===== src/rtl/knight_sprite_addr_gen.sv =====
// -----------------------------------------------------------------------------
// knight_sprite_addr_gen
//
// Maps the current VGA scan position to an address in the knight sprite ROM.
// The address is taken relative to the knight's position latched at the start
// of the frame. It is mirrored when the knight faces left and offset by the
// current walk-cycle frame. The ROM holds NUM_FRAMES images of SPR_W x SPR_H
// pixels, stored back to back in row-major order.
//
// Pipeline: DrawX/DrawY -> rom_address takes 2 clocks.
//           DrawX/DrawY -> sprite_on takes 3 clocks, which lines it up with
//           the 1-cycle ROM read data.
//
// Optional build macro:
//   KNIGHT_SCALE2X_EN - draw the sprite at 2x size. The hit window doubles and
//                       the row/column indices use rel >> 1. The address range
//                       and the latency are the same as in the 1:1 build.
//
// Ports:
//   vga_clk      in   pixel clock
//   reset_n      in   asynchronous active-low reset
//   DrawX/DrawY  in   current pixel column/row
//   vsync        in   VGA vsync, active-low; its falling edge is the frame event
//   knight_x/y   in   signed top-left corner of the sprite (11 bit)
//   facing_left  in   1 = mirror the sprite horizontally
//   walking      in   1 = advance the walk cycle, 0 = idle pose (frame 0)
//   rom_address  out  sprite ROM address (0 when the pixel misses the sprite)
//   sprite_on    out  pixel is inside the sprite, aligned with ROM data
//   anim_frame   out  current walk frame index
// -----------------------------------------------------------------------------
module knight_sprite_addr_gen #(
   parameter int SPR_W           = 30,
   parameter int SPR_H           = 64,
   parameter int NUM_FRAMES      = 4,
   parameter int TICKS_PER_FRAME = 6,
   parameter int ADDR_W          = 13
) (
   input  logic              vga_clk,
   input  logic              reset_n,
   input  logic [9:0]        DrawX,
   input  logic [9:0]        DrawY,
   input  logic              vsync,
   input  logic [10:0]       knight_x,
   input  logic [10:0]       knight_y,
   input  logic              facing_left,
   input  logic              walking,
   output logic [ADDR_W-1:0] rom_address,
   output logic              sprite_on,
   output logic [1:0]        anim_frame
);

`ifdef KNIGHT_SCALE2X_EN
   localparam int SCALE_SH = 1;
`else
   localparam int SCALE_SH = 0;
`endif

   localparam int HIT_W    = SPR_W << SCALE_SH;
   localparam int HIT_H    = SPR_H << SCALE_SH;
   localparam int FRAME_SZ = SPR_W * SPR_H;
   localparam int TICK_W   = (TICKS_PER_FRAME > 1) ? $clog2(TICKS_PER_FRAME) : 1;

   // Multiply by a constant as a sum of shifted copies of x, one for each set
   // bit of k. Results wrap at ADDR_W bits, which is the size of the ROM.
   function automatic logic [ADDR_W-1:0] mul_const(input logic [ADDR_W-1:0] x,
                                                   input logic [ADDR_W-1:0] k);
      logic [ADDR_W-1:0] acc;
      acc = '0;
      for (int i = 0; i < ADDR_W; i++) begin
         if (k[i]) acc = acc + (x << i);
      end
      return acc;
   endfunction

   // ---------------------------------------------------------------- frame event
   logic              vsync_hist;
   logic              fev;
   logic [10:0]       sx, sy;
   logic              sface;
   logic [TICK_W-1:0] tick;
   logic [1:0]        frame;

   assign fev = vsync_hist & ~vsync;

   // Position and facing are sampled only at the frame event. The sprite
   // therefore cannot move partway down the screen, so no tearing is visible.
   always_ff @(posedge vga_clk or negedge reset_n) begin
      if (!reset_n) begin
         // NOTE: sequential state uses non-blocking assignments only, so that
         // every register samples values from before the clock edge.
         vsync_hist <= 1'b1;
         sx         <= '0;
         sy         <= '0;
         sface      <= 1'b0;
         tick       <= '0;
         frame      <= '0;
      end else begin
         vsync_hist <= vsync;
         if (fev) begin
            sx    <= knight_x;
            sy    <= knight_y;
            sface <= facing_left;
            if (!walking) begin
               tick  <= '0;
               frame <= '0;
            end else if (tick == TICK_W'(TICKS_PER_FRAME - 1)) begin
               tick  <= '0;
               frame <= (frame == 2'(NUM_FRAMES - 1)) ? 2'd0 : frame + 2'd1;
            end else begin
               tick  <= tick + 1'b1;
            end
         end
      end
   end

   assign anim_frame = frame;

   // ---------------------------------------------------------------- stage 1
   // The 12-bit difference covers -1023..2047 and cannot overflow. Bit 11 is
   // the sign, so a set bit 11 means the pixel is left of or above the sprite.
   logic [11:0] rel_x_d, rel_y_d;
   logic        hit1_d;
   logic [11:0] rel_x, rel_y;
   logic        hit1;

   always_comb begin
      // NOTE: every always_comb output gets a default first, so no path can
      // leave it unassigned and infer a latch.
      rel_x_d = {2'b00, DrawX} - {sx[10], sx};
      rel_y_d = {2'b00, DrawY} - {sy[10], sy};
      hit1_d  = !rel_x_d[11] && (rel_x_d < 12'(HIT_W)) &&
                !rel_y_d[11] && (rel_y_d < 12'(HIT_H));
   end

   // ---------------------------------------------------------------- stage 2
   logic [ADDR_W-1:0] col, row, addr_d;
   logic              hit2;

   always_comb begin
      row    = ADDR_W'(rel_y >> SCALE_SH);
      col    = ADDR_W'(rel_x >> SCALE_SH);
      if (sface) col = ADDR_W'(SPR_W - 1) - col;
      addr_d = mul_const(ADDR_W'(frame), ADDR_W'(FRAME_SZ)) +
               mul_const(row, ADDR_W'(SPR_W)) + col;
   end

   // ---------------------------------------------------------------- pipeline
   always_ff @(posedge vga_clk or negedge reset_n) begin
      if (!reset_n) begin
         rel_x       <= '0;
         rel_y       <= '0;
         hit1        <= 1'b0;
         hit2        <= 1'b0;
         rom_address <= '0;
         sprite_on   <= 1'b0;
      end else begin
         rel_x       <= rel_x_d;
         rel_y       <= rel_y_d;
         hit1        <= hit1_d;
         hit2        <= hit1;
         rom_address <= hit1 ? addr_d : '0;
         sprite_on   <= hit2;
      end
   end

endmodule

===== config.mk =====
export PLATFORM = sky130hd
export DESIGN_NAME = knight_sprite_addr_gen
export DESIGN_NICKNAME = d
export VERILOG_FILES = /design/src/rtl/knight_sprite_addr_gen.sv
export SDC_FILE = /design/constraint.sdc
export NUM_CORES = 1
export LEC_CHECK = 0
export ABC_AREA = 1
export CAP_MARGIN = 25
export CELL_PAD_IN_SITES_DETAIL_PLACEMENT = 1
export CELL_PAD_IN_SITES_GLOBAL_PLACEMENT = 2
export CORE_AREA = 3 3 130 132
export DETAILED_ROUTE_END_ITERATION = 16
export DIE_AREA = 0 0 133 135
export GPL_ROUTABILITY_DRIVEN = 0
export PLACE_DENSITY_LB_ADDON = 0.1
export SYNTH_ARGS = -nofsm -noshare
export SYNTH_HDL_FRONTEND = slang
export SYNTH_SLANG_ARGS = --single-unit

===== constraint.sdc =====
create_clock -name vga_clk -period 4.3 [get_ports vga_clk]
set_input_delay 1.075 -clock vga_clk [delete_from_list [all_inputs] [get_ports vga_clk]]
set_output_delay 1.075 -clock vga_clk [all_outputs]
set_load 0.01 [all_outputs]

==> metrics.yaml, run 1 <==
clock_network:
  clock_path_buffers: 2
  cts_root_buf: "clkbuf_16"
  cts_tree: "yes"
  h-tree-depth: 3
  clock-sinks: 69
  path_clk_slew_ps: 60
  cts_made_buffers: 9
  worst_skew_pair.late_latency_ps: 340
drt:
  wirelength_um: 11400
  drtIter0Drc: 69
  vias_per_cell: 4.43
  avgRoutedWirePerCell_um: 13.2
  vias: 3821
  drt_first_pass_iters: 4
  detail-route-antenna-nets: 0
  drc: 0
sta:
  skew_ps: 5.95
  slew_headroom: 0.699
  post-route-min-period_ps: 4170
  rsz0062_at_grt: "true"
  post-route-period-util: 0.969
  worst_pin_slew_ps: 452
  final_max_slew_viol_count: 0
  fmax_mhz: 240
  hold_violations: 0
  finalSetupViolations: 0
  setup_tns_ps: 0
floorplanning:
  start_util: 0.311
  die_height_um: 135
  dieWidth_um: 133
  ios: 63
  fp.dieArea_um2: 18000
  rows: 46
  core_area_um2: 15800
critical_path:
  end_kind: "flip-flop"
  crit_fanout: 4
  crit_required_ps: 4570
  worstSetupPathType: "reg2reg"
  arrival_ps: 4430
  startpoint_type: "flip-flop"
logic_synthesis:
  syn-num-nets: 690
  yosys_warnings: 0
  synth_edf_count: 0
  yosysUniqueCellTypes: 31
  synth_top_area_frac: 0.346
  synth_top_family_by_area: "adder cells"
  synth.avg_cell_area_um2: 8.68
  synth_xor_area_frac: 0.0466
  synth_commonest_cells: "nand2_1 (124), inv_1 (113), dfrtp_1 (68)"
  seq_area_frac_synth: 0.352
  syn_area_um2: 4910
  synth.area.top_cells: "dfrtp_1 (35%), fa_1 (15%), ha_1 (10%)"
  synth-main-ff-cell: "dfrtp_1"
  synth-simple-area-share: 0.179
  synth_cells: 566
  async_flop_share: 1.00
  synth-seq-cells: 69
  yosysTopAreaCell: "dfrtp_1"
  synth_fa_ha_area_frac: 0.251
  yosys-mux-area-fraction: 0
  synth_compound_area_frac: 0.0794
  synth_most_common_cell: "nand2_1"
layout:
  syn_to_final_growth_pct: 27.3
  fin_nets: 766
  final_layout_size_suffix_gt1_frac: 0.110
  stdcell_area_um2: 6260
  antenna_cells: 0
global_routing:
  grt_pass1_vias: 4152
  grt_overflow: 0
  grt_antenna_before_repair: 0
  grt_pass1_wl_um: 19900
  grt_util_all_layers: 0.139
  grt_max_degree: 70
place:
  place_area_um2: 5830
  hpwl_um: 9150
  port_buffers: 62
job:
  timing.max_cap.violations: 0
hold_path:
  hp-class: "reg2reg"
outcome:
  outcome: "completed"
==> worst max-delay path: stages (launching register included) <==
cell and delay (ps):
dfrtp_1 400, ha_2 190, nand3_2 80, nor2_2 50, o31ai_2 210, buf_4 160
xor2_2 150, fa_1 470, fa_2 580, inv_2 40, fa_2 540, ha_4 210
ha_4 230, nand2_2 60, inv_2 40, o21ai_2 120, nand2_1 80, nand2_1 60
nand2_1 60, a21oi_2 150, o21ai_1 80, a21oi_1 130
==> metal layers <==
layer,vias up,GRT usage,share of wire
li1,1889,-,-
met1,1859,0.175,0.47
met2,57,0.232,0.48
met3,16,0.0358,0.035
met4,0,0.0462,0.016
met5,-,0,0
==> cells by family after synthesis <==
family,count (synthesis)
and+or+nand+nor,206
buffers and inverters,121
adders and majority gates,77
AOI/OAI and AO/OA,69
DFF,69
xor gates and xnor gates,24
==> flip-flops by register name, indices dropped and copies added, names as in the netlist <==
signal       flops
sface            1
hit2             1
hit1             1
sx              11
rel_x           12
anim_frame       2
rom_address     13
rel_y           12
tick             3
sprite_on        1
vsync_hist       1
sy              11
==> placed cells by master, fill, tap and decap left out, types with 2 or more instances in the layout <==
cell / netlist / layout
nand3_1: 19 / 18
inv_2: 2 / 6
xnor2_1: 8 / 8
clkinv_2: 0 / 3
ha_4: 0 / 5
fa_2: 0 / 2
nor3_1: 2 / 2
clkbuf_16: 0 / 9
nand3b_1: 4 / 4
a21oi_2: 4 / 6
nand2_1: 124 / 123
a21oi_1: 23 / 21
clkinvlp_4: 0 / 2
o21ai_1: 0 / 2
xor2_1: 15 / 14
o21ai_2: 1 / 2
nor2_4: 1 / 2
nor2_2: 3 / 3
buf_4: 0 / 9
ha_2: 0 / 2
nor2_1: 34 / 33
o21ai_0: 34 / 31
nand4_1: 6 / 6
clkdlybuf4s50_1: 0 / 61
fa_1: 36 / 34
dfrtp_1: 68 / 68
inv_1: 113 / 109
nand2_2: 9 / 10
or2_1: 2 / 2
o21bai_1: 2 / 2
ha_1: 41 / 34
==> area by class of cell <==
type	instances	area [µm²]
well taps	216	270
multi-input cells	376	2840
clock inverters	6	38.8
clock buffers	10	239
repair buffers	71	706
flip-flops and latches	69	1730
fillers	1829	9570
inverters	115	432
==> stage by stage <==
stage	cells	worst slack, ps	hold slack (ps)	utilization
3_5_place_dp	844	-57.0	341	0.368
2_1_floorplan	566	199	331	-
3_3_place_gp	844	19.8	334	0.368
4_1_cts	860	2.99	354	0.388
6_report	863	133	352	0.395
5_1_grt	863	-136	366	0.395
==> worst paths after layout <==
kind,from,end,slack (ps),depth (start not counted)
max in group asynchronous,reset_n,vsync_hist$_DFF_PN1_,3090,2
min reg2reg,hit2$_DFF_PN0_,sprite_on$_DFF_PN0_,350,0
min in group asynchronous,reset_n,rom_address[1]$_DFF_PN0_,600,1
min,hit2$_DFF_PN0_,sprite_on$_DFF_PN0_,350,0
max reg2reg,rel_x[2]$_DFF_PN0_,rom_address[11]$_DFF_PN0_,130,21
max,rel_x[2]$_DFF_PN0_,rom_address[11]$_DFF_PN0_,130,21
==> repair_timing <==
item | 4_1_cts | 5_1_grt
setup buffers | 0 | 2
hold buffers | 0 | 0
resized for setup | 3 | 21
setup endpoints to repair | 2 | 4
pin swaps | 1 | 18
Power of run 1 is not shown: default switching activity piles up to over one toggle a cycle in this logic, so the estimate is an artifact.
==> inputs of run 2 (changes only) <==
--- a/config.mk
+++ b/config.mk
@@ -9,9 +9,9 @@
 export CAP_MARGIN = 25
 export CELL_PAD_IN_SITES_DETAIL_PLACEMENT = 1
 export CELL_PAD_IN_SITES_GLOBAL_PLACEMENT = 2
-export CORE_AREA = 3 3 130 132
+export CORE_AREA = 3 3 125 127
 export DETAILED_ROUTE_END_ITERATION = 16
-export DIE_AREA = 0 0 133 135
+export DIE_AREA = 0 0 128 130
 export GPL_ROUTABILITY_DRIVEN = 0
 export PLACE_DENSITY_LB_ADDON = 0.1
 export SYNTH_ARGS = -nofsm -noshare
==> constraint.sdc (replaced) <==
create_clock -name vga_clk -period 4.35 [get_ports vga_clk]
set_input_delay 1.0875 -clock vga_clk [delete_from_list [all_inputs] [get_ports vga_clk]]
set_output_delay 1.0875 -clock vga_clk [all_outputs]
set_load 0.01 [all_outputs]
==> run 2 against run 1 <==
Compared with the run above: first-iteration DRC count is 41% higher; core utilization grew 2.8 points; non-clock buffer count decreased by 2; maximum frequency up 0.66%; final area shrank 1.7%; register-to-register slack gained 80 ps; clock-buffer cell count is 1 higher; clock skew hardly changed; routed wire length decreased by 2.5%; via count decreased by 1.3%; global-route usage is 0.85 points higher; final cell count is 4.2% lower; critical path type unchanged; critical endpoint is now rom_address[12]$_DFF_PN0_.
==> metrics.yaml, run 2 (synthesis gave the netlist of run 1 again) <==
hold_path:
  min_path_cells: 0  # unchanged
  hp-class: "reg2reg"  # unchanged
sta:
  slew_headroom: 0.388  # was 0.699
  hold_slack_ps: 357  # was 352 ps
  worst_pin_slew_ps: 917  # was 452 ps
  finalSetupViolations: 0  # unchanged
  hold_violations: 0  # unchanged
  fmax_mhz: 242  # was 240 MHz
  final_max_slew_viol_count: 0  # unchanged
  post-route-period-util: 0.952  # was 0.969
  skew_ps: 6.23  # was 5.95 ps
  rsz0062_at_grt: "true"  # unchanged
  post-route-min-period_ps: 4140  # was 4170 ps
drt:
  vias_per_cell: 4.56  # was 4.43
  vias: 3772  # was 3,821
  drtIter0Drc: 97  # was 69
  detail-route-antenna-nets: 0  # unchanged
  wirelength_um: 11100  # was 11,400 µm
  drc: 0  # unchanged
  avgRoutedWirePerCell_um: 13.4  # was 13.2 µm
  drt_first_pass_iters: 4  # unchanged
layout:
  mostFrequentLayoutCells: "nand2_1 (124), inv_1 (112), dfrtp_1 (68)"  # was nand2_1 (123), inv_1 (109), dfrtp_1 (68)
  fin_nets: 764  # was 766
  fill_cells: 1703  # was 1,829
  largest-register: "rom_address"  # unchanged
  syn_to_final_growth_pct: 25.2  # was 27.3%
  largest_reg_flops: 13  # unchanged
  final_layout_size_suffix_gt1_frac: 0.0933  # was 0.110
  final_common_cell: "nand2_1"  # unchanged
  reg_top3: "rom_address: 13 flops, rel_x: 12 flops, rel_y: 12 flops"  # unchanged
  antenna_cells: 0  # unchanged
  fin_util: 0.423  # was 0.395
place:
  hpwl_um: 8680  # was 9150 µm
  port_buffers: 62  # unchanged
job:
  timing.max_cap.violations: 0  # unchanged
critical_path:
  arrival_ps: 4370  # was 4430 ps
  crit_required_ps: 4580  # was 4570 ps
  crit_fanout: 3  # was 4
  startpoint_type: "flip-flop"  # unchanged
  rr_worst_depth: 21  # unchanged
  worstSetupPathType: "reg2reg"  # unchanged
  end_kind: "flip-flop"  # unchanged
global_routing:
  grt_util_all_layers: 0.147  # was 0.139
  grt_overflow: 0  # unchanged
  grt_antenna_before_repair: 0  # unchanged
  grt_max_degree: 70  # unchanged
  grt_pass1_vias: 4018  # was 4,152
  grt_pass1_wl_um: 19200  # was 19,900 µm
floorplanning:
  fp.dieArea_um2: 16600  # was 18,000 µm²
  die_height_um: 130  # was 135 µm
  ios: 63  # unchanged
  dieWidth_um: 128  # was 133 µm
  start_util: 0.338  # was 0.311
  core_area_um2: 14500  # was 15,800 µm²
  rows: 44  # was 46
clock_network:
  cts_tree: "yes"  # unchanged
  worst_skew_pair.late_latency_ps: 340  # about the same
  h-tree-depth: 3  # unchanged
  path_clk_slew_ps: 60  # about the same
  cts_root_buf: "clkbuf_16"  # unchanged
  cts_made_buffers: 9  # unchanged
  clock-sinks: 69  # unchanged
  clock_path_buffers: 2  # unchanged
  cts_hold_buf: 0  # unchanged
outcome:
  outcome: "completed"  # unchanged
==> run 2: final timing paths <==
path                                    start                        end  slack [ps]
setup / recovery           rel_x[2]$_DFF_PN0_  rom_address[12]$_DFF_PN0_         210
hold / removal                 hit2$_DFF_PN0_        sprite_on$_DFF_PN0_         360
setup reg to reg           rel_x[2]$_DFF_PN0_  rom_address[12]$_DFF_PN0_         210
hold reg to reg                hit2$_DFF_PN0_        sprite_on$_DFF_PN0_         360
max in group asynchronous             reset_n          sx[7]$_DFFE_PN0P_        2860
min in group asynchronous             reset_n          sx[0]$_DFFE_PN0P_         850
==> run 2: what timing repair did <==
item | CTS | global route
endpoints found under the hold margin | 0 | 0
endpoints found under the setup margin | 3 | 4
pin swaps | 5 | 6
gates cloned | 0 | 0
resized for setup | 8 | 11
buffers inserted | 0 | 1
==> run 2: cell type report <==
| cell class | count | area (µm²) | area share |
|---|---|---|---|
| clock inverters | 3 | 15.0 | 0.00244 |
| clock buffers | 11 | 233 | 0.0378 |
| inverters | 115 | 432 | 0.0702 |
| flip-flops and latches | 69 | 1730 | 0.281 |
| multi-input cells | 376 | 2840 | 0.462 |
| well taps | 184 | 230 | 0.0374 |
| repair buffers | 69 | 671 | 0.109 |
==> run 2: metal layers <==
metal  track usage  part of all wire
met4        0.0574             0.020
met2         0.250              0.48
met5             0                 0
met1         0.183              0.46
met3        0.0323             0.040
==> run 2: through the flow <==
stage	setup slack, ps	setup TNS, ps	cell area, µm²	std cells
after global routing	-22.4	-43.9	6150	827
after detailed placement	-48.1	-88.2	5790	812
after floorplan	249	0	4910	566
after CTS	15.4	0	6110	826
after global placement	77.9	0	5790	812
final	211	0	6150	827
==> run 2: critical path: stages (launching register included) <==
cell and delay (ps):
dfrtp_1 390, ha_2 210, nand3_2 80, nor2_2 50, o31ai_2 180, buf_4 170, o21ai_2 60, xor2_1 150
inv_1 90, fa_1 480, fa_1 490, inv_1 60, fa_2 580, ha_4 150, xor2_2 160, xor2_1 210
nand3b_1 180, nand2_1 80, nand2_1 80, nand3_1 70, nand2_1 60, nor2_1 50
Power of run 2 is left out for the same reason.
==> inputs of run 3 (changes only) <==
--- a/config.mk
+++ b/config.mk
@@ -9,9 +9,10 @@
 export CAP_MARGIN = 25
 export CELL_PAD_IN_SITES_DETAIL_PLACEMENT = 1
 export CELL_PAD_IN_SITES_GLOBAL_PLACEMENT = 2
-export CORE_AREA = 3 3 125 127
+export CORE_AREA = 2 2 124 126
+export CTS_CLUSTER_DIAMETER = 30
 export DETAILED_ROUTE_END_ITERATION = 16
-export DIE_AREA = 0 0 128 130
+export DIE_AREA = 0 0 126 128
 export GPL_ROUTABILITY_DRIVEN = 0
 export PLACE_DENSITY_LB_ADDON = 0.1
 export SYNTH_ARGS = -nofsm -noshare
==> run 3 against run 2 <==
Compared with the run above: final area is 1.3% higher; flip-flop and latch count unchanged; final cell count increased by 0.97%; critical path depth is the same; setup slack got worse by 35 ps; first-iteration DRC count down 6.2%; critical endpoint is now rom_address[11]$_DFF_PN0_.
==> metrics.yaml, run 3 (synthesis gave the netlist of run 1 again) <==
clock_network:
  h-tree-depth: 3  # unchanged
  cts_root_buf: "clkbuf_16"  # unchanged
  clock_path_buffers: 2  # unchanged
  worst_skew_pair.late_latency_ps: 340  # about the same
  cts_made_buffers: 9  # unchanged
  path_clk_slew_ps: 60  # about the same
  cts_tree: "yes"  # unchanged
  clock-sinks: 69  # unchanged
critical_path:
  end_kind: "flip-flop"  # unchanged
  worstSetupPathType: "reg2reg"  # unchanged
  crit_required_ps: 4610  # was 4580 ps
  crit_fanout: 4  # was 3
  crit_start: "rel_x[2]$_DFF_PN0_"  # unchanged
  startpoint_type: "flip-flop"  # unchanged
  arrival_ps: 4440  # was 4370 ps
  r2r-start: "rel_x[2]$_DFF_PN0_"  # unchanged
floorplanning:
  fp.dieArea_um2: 16100  # was 16,600 µm²
  die_height_um: 128  # was 130 µm
  rows: 45  # was 44
  core_area_um2: 14900  # was 14,500 µm²
  ios: 63  # unchanged
  start_util: 0.331  # was 0.338
  dieWidth_um: 126  # was 128 µm
sta:
  finalSetupViolations: 0  # unchanged
  fmax_mhz: 240  # was 242 MHz
  skew_ps: 4.10  # was 6.23 ps
  post-route-min-period_ps: 4170  # was 4140 ps
  hold_slack_ps: 346  # was 357 ps
  worst_pin_slew_ps: 883  # was 917 ps
  post-route-period-util: 0.960  # was 0.952
  hold_violations: 0  # unchanged
  final_max_slew_viol_count: 0  # unchanged
  setup_tns_ps: 0  # unchanged
  slew_headroom: 0.411  # was 0.388
hold_path:
  hp-class: "reg2reg"  # unchanged
  hold_path.startpoint: "hit2$_DFF_PN0_"  # unchanged
layout:
  stdcell_count: 835  # was 827
  largest-register: "rom_address"  # unchanged
  antenna_cells: 0  # unchanged
  final_layout_size_suffix_gt1_frac: 0.110  # was 0.0933
  fin_nets: 768  # was 764
  final_common_cell: "nand2_1"  # unchanged
  reg_top3: "rom_address: 13 flops, rel_x: 12 flops, rel_y: 12 flops"  # unchanged
  mostFrequentLayoutCells: "nand2_1 (123), inv_1 (110), dfrtp_1 (68)"  # was nand2_1 (124), inv_1 (112), dfrtp_1 (68)
  largest_reg_flops: 13  # unchanged
  syn_to_final_growth_pct: 26.9  # was 25.2%
job:
  timing.max_cap.violations: 0  # unchanged
drt:
  vias_per_cell: 4.48  # was 4.56
  drc: 0  # unchanged
  detail-route-antenna-nets: 0  # unchanged
  avgRoutedWirePerCell_um: 13.3  # was 13.4 µm
  vias: 3744  # was 3,772
  drtIter0Drc: 91  # was 97
  drt_first_pass_iters: 4  # unchanged
  wirelength_um: 11100  # about the same
global_routing:
  grt_util_all_layers: 0.149  # was 0.147
  grt_pass1_vias: 4010  # was 4,018
  grt_max_degree: 70  # unchanged
  grt_overflow: 0  # unchanged
  grt_pass1_wl_um: 19000  # was 19,200 µm
  grt_antenna_before_repair: 0  # unchanged
place:
  hpwl_um: 8890  # was 8680 µm
  port_buffers: 62  # unchanged
  dp_cells: 817  # was 812
outcome:
  outcome: "completed"  # unchanged
==> run 3: changes by cell type in the layout (fill, tap and decap cells not counted), moves of 2 or more <==
| cell | before | now |
|---|---|---|
| buf_4 | 8 | 12 |
| inv_1 | 112 | 110 |
| inv_2 | 3 | 5 |
| clkbuf_8 | 0 | 2 |
==> run 3: worst max-delay path, stage by stage (launching register included) <==
cell and delay, ps:
dfrtp_1 420, ha_4 190, nand3_4 80, nor2_4 40, o31ai_2 180, buf_4 160, xor2_2 150, fa_1 470
fa_2 580, inv_2 40, fa_2 540, ha_4 210, ha_4 230, nand2_2 60, inv_2 40, o21ai_2 120
nand2_1 90, nand2_1 70, nand2_1 60, a21oi_2 160, o21ai_1 80, a21oi_1 130
==> run 3: final cells by class <==
| class | instances | area (µm²) |
|---|---|---|
| fill | 1776 | 8630 |
| multi-input combinational | 376 | 2870 |
| sequential | 69 | 1730 |
| timing repair buffer | 73 | 701 |
| inverter | 115 | 432 |
| clock buffer | 12 | 256 |
| tap | 188 | 235 |
| clock inverter | 2 | 10.0 |
==> run 3: final timing paths <==
path | to | slack (ps) | cells after the start
max | rom_address[11]$_DFF_PN0_ | 180 | 21
max in group asynchronous | tick[0]$_DFFE_PN0P_ | 2900 | 1
min reg2reg | sprite_on$_DFF_PN0_ | 350 | 0
max reg2reg | rom_address[11]$_DFF_PN0_ | 180 | 21
min in group asynchronous | rom_address[5]$_DFF_PN0_ | 860 | 1
min | sprite_on$_DFF_PN0_ | 350 | 0
==> run 3: metrics by stage <==
stage	setup WS, ps	area [µm²]	utilization
after floorplan	249	4910	-
final	176	6230	0.419
after global routing	-31.9	6230	0.419
after detailed placement	-76.6	5800	0.390
after global placement	73.1	5800	0.390
after CTS	-7.68	6120	0.412
==> run 3: repair_timing <==
action | in CTS | in global routing
resized for setup | 5 | 23
pin swaps | 3 | 18
setup buffers | 0 | 4
hold buffers | 0 | 0
setup endpoints to repair | 3 | 4
==> run 3: per-layer routing <==
metal  routed length [µm]  track usage  share of wire  vias to the layer above
met4                  146       0.0504          0.013                        0
met5                    0            0              0                        -
li1                     -            -              -                     1894
met2                 5600        0.262           0.51                       46
met1                 5050        0.183           0.46                     1795
met3                  285       0.0284          0.026                        9
Power of run 3 is left out for the same reason.
